## config.mk

```make
export PLATFORM = sky130hd
export DESIGN_NAME = alu_issue_ctrl
export DESIGN_NICKNAME = d
export VERILOG_FILES = /design/src/rtl/alu_pkg.sv /design/src/rtl/alu_op_decode.sv /design/src/rtl/alu_issue_ctrl.sv
export SDC_FILE = /design/constraint.sdc
export NUM_CORES = 1
export LEC_CHECK = 0
export ABC_AREA = 1
export CORE_UTILIZATION = 55
export CTS_BUF_LIST = sky130_fd_sc_hd__clkbuf_4
export DETAILED_ROUTE_END_ITERATION = 10
export MAX_ROUTING_LAYER = met4
export PLACE_DENSITY = 0.92
export SETUP_SLACK_MARGIN = 0.2
export SLEW_MARGIN = 20
export SYNTH_ARGS = -nofsm -noshare
export SYNTH_HDL_FRONTEND = slang
export SYNTH_HIERARCHICAL = 1
export SYNTH_SLANG_ARGS = --single-unit
```

## constraint.sdc

```tcl
create_clock -name clk -period 3.1 [get_ports clk]
set_input_delay 0.93 -clock clk [delete_from_list [all_inputs] [get_ports clk]]
set_output_delay 0.93 -clock clk [all_outputs]
set_load 0.02 [all_outputs]
```

## src/rtl/alu_pkg.sv

```systemverilog
// Shared constants and types for the ALU issue controller: ALU operation codes,
// R-type funct and I-type opcode values, and the issue FSM state encoding.
package alu_pkg;

  localparam logic [3:0] OP_NOTA  = 4'b0000;
  localparam logic [3:0] OP_AND   = 4'b0010;
  localparam logic [3:0] OP_OR    = 4'b0011;
  localparam logic [3:0] OP_XOR   = 4'b0100;
  localparam logic [3:0] OP_NOR   = 4'b0110;
  localparam logic [3:0] OP_ADDPP = 4'b1000;
  localparam logic [3:0] OP_ADDPN = 4'b1001;
  localparam logic [3:0] OP_ADDNP = 4'b1010;
  localparam logic [3:0] OP_ADDNN = 4'b1011;

  localparam logic [5:0] FN_ADD  = 6'h20;
  localparam logic [5:0] FN_ADDU = 6'h21;
  localparam logic [5:0] FN_SUB  = 6'h22;
  localparam logic [5:0] FN_SUBU = 6'h23;
  localparam logic [5:0] FN_AND  = 6'h24;
  localparam logic [5:0] FN_OR   = 6'h25;
  localparam logic [5:0] FN_XOR  = 6'h26;
  localparam logic [5:0] FN_NOR  = 6'h27;

  localparam logic [5:0] OPC_RTYPE = 6'h00;
  localparam logic [5:0] OPC_ADDI  = 6'h08;
  localparam logic [5:0] OPC_ADDIU = 6'h09;
  localparam logic [5:0] OPC_ANDI  = 6'h0C;
  localparam logic [5:0] OPC_ORI   = 6'h0D;
  localparam logic [5:0] OPC_XORI  = 6'h0E;

  typedef enum logic [1:0] {ST_IDLE, ST_DECODE, ST_EXEC, ST_WB} state_t;
  typedef enum logic {DEST_RD, DEST_RT} dest_t;

  // Sign-magnitude add variants encode the operand sign pair in the low two bits.
  function automatic logic [3:0] add_op(input logic sa, input logic sb);
    return {2'b10, sa, sb};
  endfunction

endpackage

```

## src/rtl/alu_op_decode.sv

```systemverilog
// Combinational decode of opcode/funct and operand signs into the ALU operation,
// destination field select and a legality flag.
module alu_op_decode
  import alu_pkg::*;
(
  input  logic [5:0] opcode,
  input  logic [5:0] funct,
  input  logic       imm15,
  input  logic       sign_a,
  input  logic       sign_b,
  output logic [3:0] operation,
  output dest_t      dest_sel,
  output logic       legal
);

  always_comb begin
    operation = OP_NOTA;
    dest_sel  = DEST_RD;
    legal     = 1'b1;
    if (opcode == OPC_RTYPE) begin
      case (funct)
        FN_ADD:  operation = add_op(sign_a, sign_b);
        // Subtraction is an add with the sign of B flipped.
        FN_SUB:  operation = add_op(sign_a, ~sign_b);
        FN_ADDU: operation = OP_ADDPP;
        FN_SUBU: operation = OP_ADDPN;
        FN_AND:  operation = OP_AND;
        FN_OR:   operation = OP_OR;
        FN_XOR:  operation = OP_XOR;
        FN_NOR:  operation = OP_NOR;
        default: legal = 1'b0;
      endcase
    end else begin
      dest_sel = DEST_RT;
      case (opcode)
        OPC_ADDI:  operation = add_op(sign_a, imm15);
        OPC_ADDIU: operation = OP_ADDPP;
        OPC_ANDI:  operation = OP_AND;
        OPC_ORI:   operation = OP_OR;
        OPC_XORI:  operation = OP_XOR;
        default:   legal = 1'b0;
      endcase
    end
  end

endmodule

```

## src/rtl/alu_issue_ctrl.sv

```systemverilog
// Issue controller: accepts one instruction, runs DECODE/EXEC/WB, hands the
// destination register to writeback and keeps saturating debug counters.
module alu_issue_ctrl
  import alu_pkg::*;
#(
  parameter int CNT_W = 16
) (
  input  logic             clk,
  input  logic             rst,
  input  logic             instr_valid,
  output logic             instr_ready,
  input  logic [31:0]      instr,
  input  logic             sign_a,
  input  logic             sign_b,
  output logic             alu_en,
  output logic [3:0]       Operation,
  output logic             wb_valid,
  input  logic             wb_ready,
  output logic [4:0]       wb_reg,
  output logic             wb_we,
  output logic             illegal,
  output logic [CNT_W-1:0] retired_cnt,
  output logic [CNT_W-1:0] illegal_cnt
);

  localparam logic [CNT_W-1:0] CNT_MAX = '1;

  state_t      state_reg;
  logic [31:0] instr_reg;
  logic [3:0]  dec_op;
  dest_t       dec_dest;
  logic        dec_legal;
  logic [4:0]  dec_reg;
  logic        unused_bits;

  alu_op_decode u_decode (
    .opcode   (instr_reg[31:26]),
    .funct    (instr_reg[5:0]),
    .imm15    (instr_reg[15]),
    .sign_a   (sign_a),
    .sign_b   (sign_b),
    .operation(dec_op),
    .dest_sel (dec_dest),
    .legal    (dec_legal)
  );

  // rs and shamt fields play no part in issue control.
  assign unused_bits = ^{instr_reg[25:21], instr_reg[10:6]};

  assign dec_reg     = (dec_dest == DEST_RD) ? instr_reg[15:11] : instr_reg[20:16];
  assign instr_ready = (state_reg == ST_IDLE);
  assign illegal     = (state_reg == ST_DECODE) && !dec_legal;

  always_ff @(posedge clk) begin
    if (rst) begin
      state_reg   <= ST_IDLE;
      instr_reg   <= '0;
      alu_en      <= 1'b0;
      Operation   <= OP_NOTA;
      wb_valid    <= 1'b0;
      wb_reg      <= '0;
      wb_we       <= 1'b0;
      retired_cnt <= '0;
      illegal_cnt <= '0;
    end else begin
      case (state_reg)
        ST_IDLE: begin
          if (instr_valid) begin
            instr_reg <= instr;
            state_reg <= ST_DECODE;
          end
        end
        ST_DECODE: begin
          Operation <= dec_op;
          wb_reg    <= dec_reg;
          wb_we     <= (dec_reg != 5'd0);
          if (dec_legal) begin
            alu_en    <= 1'b1;
            state_reg <= ST_EXEC;
          end else begin
            if (illegal_cnt != CNT_MAX) illegal_cnt <= illegal_cnt + CNT_W'(1);
            state_reg <= ST_IDLE;
          end
        end
        ST_EXEC: begin
          alu_en    <= 1'b0;
          wb_valid  <= 1'b1;
          state_reg <= ST_WB;
        end
        ST_WB: begin
          if (wb_ready) begin
            wb_valid  <= 1'b0;
            if (retired_cnt != CNT_MAX) retired_cnt <= retired_cnt + CNT_W'(1);
            state_reg <= ST_IDLE;
          end
        end
        default: state_reg <= ST_IDLE;
      endcase
    end
  end

endmodule

```

* Word-level counts from Yosys, hierarchy flattened *
Cells that the tools add are included.

storage, ports and cells
  bits in registers = 78
  latch bits = 0
  memory bits (writable) = 0
  ROM bits = 0
  input port bits = 38
  output and inout bits = 46
  logic and storage cells = 64
  memories = 0

operators by class
  $add $sub $neg = 2
  multipliers = 0
  divide/modulo/power cells = 0
  order comparisons = 0
  equality and inequality tests = 21
  shifts and indexed selects = 0
  mux-type cells = 15
  bitwise operators = 2
  reductions and logical operators = 15

operator list
  kind                     number
  $eq A6 B6 Y1 const B     8
  $add A16 B1 Y16 const B  2
  $ne A16 B16 Y1 const B   2
  $pmux W4 S8              1
  $eq A6 B4 Y1 const B     5
  $pmux W4 S5              1
  $pmux W2 S4              1
  $reduce_and A2 Y1        4
  $reduce_or A8 Y1         1
  $logic_not A6 Y1         1
  $mux W2                  3
  $ne A2 B2 Y1 const B     3
  $reduce_and A3 Y1        2
  $mux W1                  5
  $mux W5                  1
  $reduce_bool A5 Y1       1
  $reduce_or A5 Y1         1
  $eq A2 B2 Y1 const B     2
  $mux W4                  1
  $pmux W1 S2              2
  $reduce_bool A2 Y1       2
  $eq A2 B1 Y1 const B     1
  $logic_not A2 Y1         1
  $not A1 Y1               2
  other kinds (2)          2

* Depth between registers and ports, before layout *
  depth after elaboration = 6
  gate-level depth with buffers = 12

* By module *
Netlist, hierarchy kept.

modules (own cells, without submodules)
  module          instances  cells each  area each (um^2)  sequential area each (um^2)
  alu_issue_ctrl  1          471         3181.8            1361.3
  alu_op_decode   1          59          271.5             0.0

* Worst setup path before layout *
No wires, ideal clock.

  path kind = register -> output
  from = reg instr_reg[27]
  to = out illegal
  arrival time = 1.069 ns
  data required time = 2.170 ns
  slack = 1.101 ns
  cell stages (with the launch flop) = 6
  path through = dfxtp_1 inv_1 nand2_4 nor2_1 nand3b_1 nor2_4

between the ends
  longest elaborated chain between the ends = 6
  elaborated cells on any way between the ends = 11
  classes of those cells = eq/ne (5); mux (2); reduce/logical (4)

ends and longest elaborated chain
  item                               line                  source
  from (decl)                        alu_issue_ctrl.sv:29  logic [31:0] instr_reg;
  from (signal assigned)             alu_issue_ctrl.sv:69  instr_reg <= instr;
  $eq A6 B4 Y1                       alu_op_decode.sv:35   case (opcode)
  $reduce_or A5 Y1 (no source line)  n/a
  $mux W1                            alu_op_decode.sv:35
  $mux W1 (*)                        alu_op_decode.sv:20   if (opcode == OPC_RTYPE) begin
  net dec_legal                      alu_issue_ctrl.sv:32  logic dec_legal;
  $logic_not A1 Y1 (*)               alu_issue_ctrl.sv:52  assign illegal = (state_reg == ST_DECODE) && !dec_legal;
  $logic_and A1 B1 Y1 (*)            alu_issue_ctrl.sv:52
  to (decl)                          alu_issue_ctrl.sv:21  output logic illegal,

Mark *: on every way through the listed nets, which the timed path passes. The rest lies on a longest branch.

* Worst setup path in the final report *
  from = reg instr_reg[31]
  to = out illegal

The elaborated chain is that of the path after synthesis.

==> flow_summary.yaml <==
synthesis:
  synth-seq-cells: 68
  syn-cell-area_um2: 3450
  synth_compound_area_frac: 0.104
  ys_warn_count: 6
  synth_top_family_by_area: "simple AND/OR/NAND/NOR gates"
  avgSynthCellArea_um2: 6.52
  synth.distinct_cells: 33
  synth_fa_ha_area_frac: 0.00725
  postSynthCellCount: 530
  synth-xor-area-share: 0.0203
  syn_nets: 570
  synth.area.mux_share: 0.00580
  ys_seq_area_frac: 0.394
  synthSimpleGateAreaFrac: 0.397
final_layout:
  multi_input_area_um2: 1850
  diodes: 0
  regArea_um2: 1360
  nets: 646
  drive_gt1_frac: 0.0736
  fillers: 523
  area_growth_pct: 26.2
  largest_register_ffs: 22
worst_hold_path:
  hold_path_class: "flip-flop to flip-flop"
timing:
  final.setup_skew_ns: 0.0112
  rsz0062_at_grt: "no"
  finalSetupViolations: 0
  relSlewSlack: 0.610
  drv_slew: 0
  fmax_mhz: 372
  min_period_over_period: 0.867
  fin_ws_ns: 0.414
  worstMarginPinSlew_ns: 0.584
  hold_violations: 0
  period_minus_slack_ns: 2.69
  setup_tns_ns: 0
grt:
  grt_usage: 0.279
  grt_pass1_wl_um: 13900
  use_met1: 0.308
  grt_max_degree: 37
  busiest_layer: "met2"
  met3_usage: 0.0506
  grt_remaining_overflow: 0
  antenna_found_initial: 0
  met2_usage: 0.482
  grt_pass1_vias: 3354
job:
  drv_cap: 0
routing:
  num_vias: 3596
  viasPerCell: 5.24
  avgRoutedWirePerCell_um: 12.0
  wl_um: 8250
  drc: 0
  drt_pass1_iterations: 4
  ant_nets: 0
  initialDrtViolationCount: 191
floorplanning:
  die_w_um: 81.2
  die_height_um: 81.2
  start_util: 0.576
  num_rows: 28
  io_pins: 84
  core-area_um2: 5990
  dieArea_um2: 6600
placed_design:
  place_worst_setup_slack_ns: 0.474
  gp_congestion: 0.920
  post-dp-hpwl_um: 6140
  numPortBuffers: 73
critical_path:
  cp_top_family: "simple AND/OR/NAND/NOR gates"
  cpMostUsedCell: "nor2_4"
  crit_path_end_kind: "primary output"
  crit_chain: "nor2_4, nand2_4, nor2_4, nand2_1, nand3b_1, nor2_4, clkbuf_2"
  start_kind: "flip-flop"
  crit_required_ns: 2.17
  max_stage_delay_ns: 0.35
  slowest_stage: "dfxtp_1"
  cp_max_fo: 6
  worst-path-buf-inv: 1
  arrival_ns: 1.76
  setup.worst_path.class: "flip-flop to primary output"
clocking:
  clock_latency_ns: 0.42
  clock_path_buffers: 2
  cts.root.buffer_cell: "clkbuf_4"
  numCtsBuffers: 9
  clk_pin_slew_ns: 0.12
  htree_levels: 3
  cts.sinks: 68
  cts_tree: "yes"
  cts_setup_buffers: 0
power:
  p_leak_uw: 0.00175
  peakVddDrop_mv: 0.284
  total_power_uw: 1700
  power_density_nw_per_um2: 391
status:
  status: "completed"
placed cells by master, fill, tap and decap left out, types with 3 or more instances in the layout:
cell type	count
nor2_1	138
inv_1	43
nor2_4	6
clkdlybuf4s50_1	72
a21oi_1	27
inv_2	4
nand4_1	7
buf_4	5
clkinv_1	3
nand2_2	4
o21ai_0	37
dfxtp_1	68
nand2_1	117
clkinvlp_4	3
nand3b_1	4
clkbuf_4	9
xor2_1	6
nand3_1	32
nor2_2	6
final timing paths:
path,end,slack [ns],start,depth (start not counted)
max,illegal,0.41,instr_reg[31]$_SDFFE_PP0P_,7
min,instr_reg[11]$_SDFFE_PP0P_,0.46,instr_reg[11]$_SDFFE_PP0P_,2
max reg2reg,illegal_cnt[12]$_SDFFE_PP0P_,1.22,instr_reg[27]$_SDFFE_PP0P_,12
min reg2reg,instr_reg[11]$_SDFFE_PP0P_,0.46,instr_reg[11]$_SDFFE_PP0P_,2
metrics by stage:
step	area (um^2)	hold WS, ns	util	instances
after floorplan	3450	0.425	-	530
after global placement	4250	0.437	0.710	670
after detailed placement	4250	0.457	0.710	670
after CTS	4360	0.472	0.728	686
after global routing	4360	0.485	0.727	686
final	4360	0.464	0.727	686
cells by family after synthesis:
| group | Yosys count |
|---|---|
| DFF | 68 |
| buffers and inverters | 61 |
| muxes | 2 |
| xor gates and xnor gates | 8 |
| adders and majority gates | 2 |
| and+or+nand+nor | 320 |
| AOI/OAI and AO/OA | 69 |
Yosys cell counts (all sizes together):
| cell | instances | area (um^2) |
|---|---|---|
| nor3 | 2 | 10.0 |
| inv | 47 | 176 |
| a21oi | 28 | 144 |
| buf | 6 | 37.5 |
| clkbuf | 7 | 26.3 |
| xor2 | 6 | 52.6 |
| nand3 | 33 | 170 |
| ha | 2 | 25.0 |
| nor3b | 1 | 7.51 |
| xnor2 | 2 | 17.5 |
| nand2 | 122 | 475 |
| nor2 | 150 | 623 |
| nand3b | 4 | 30.0 |
| clkinv | 1 | 3.75 |
| a22oi | 1 | 7.51 |
| a2111oi | 1 | 8.76 |
| dfxtp | 68 | 1360 |
| o21ai | 38 | 194 |
| mux2i | 2 | 20.0 |
| nand4 | 8 | 56.3 |
| a31oi | 1 | 6.26 |
report_power, final:
part / leakage, uW / switching [uW] / internal [uW] / total, uW
Clock: 0.0000530 / 335 / 158 / 493
Sequential: 0.000555 / 30.6 / 915 / 945
Combinational: 0.00114 / 151 / 114 / 265
Total: 0.00175 / 516 / 1190 / 1700
metal layers:
layer / part of all wire / vias to the layer above
met3: 0.056 / 18
met1: 0.44 / 1635
met5: 0 / -
met4: 0.025 / 0
met2: 0.48 / 108
li1: - / 1835
final cells by class:
cell class              count  share of cell area
multi-input cells         401               0.424
flip-flops and latches     68               0.312
repair buffers             78               0.175
inverters                  48              0.0413
well taps                  75              0.0215
clock buffers               9              0.0155
clock inverters             7              0.0100
tightest hold or removal path, cell delays in order, from the launching register on:
cell	delay, ns
dfxtp_1	0.31
inv_1	0.06
a21oi_1	0.06
what timing repair did:
item	CTS	global route
setup endpoints to repair	1	1
pin swaps	0	1
gates resized for setup	1	2
hold buffers	0	0
No activity file was read; power rests on OpenSTA's default activity.
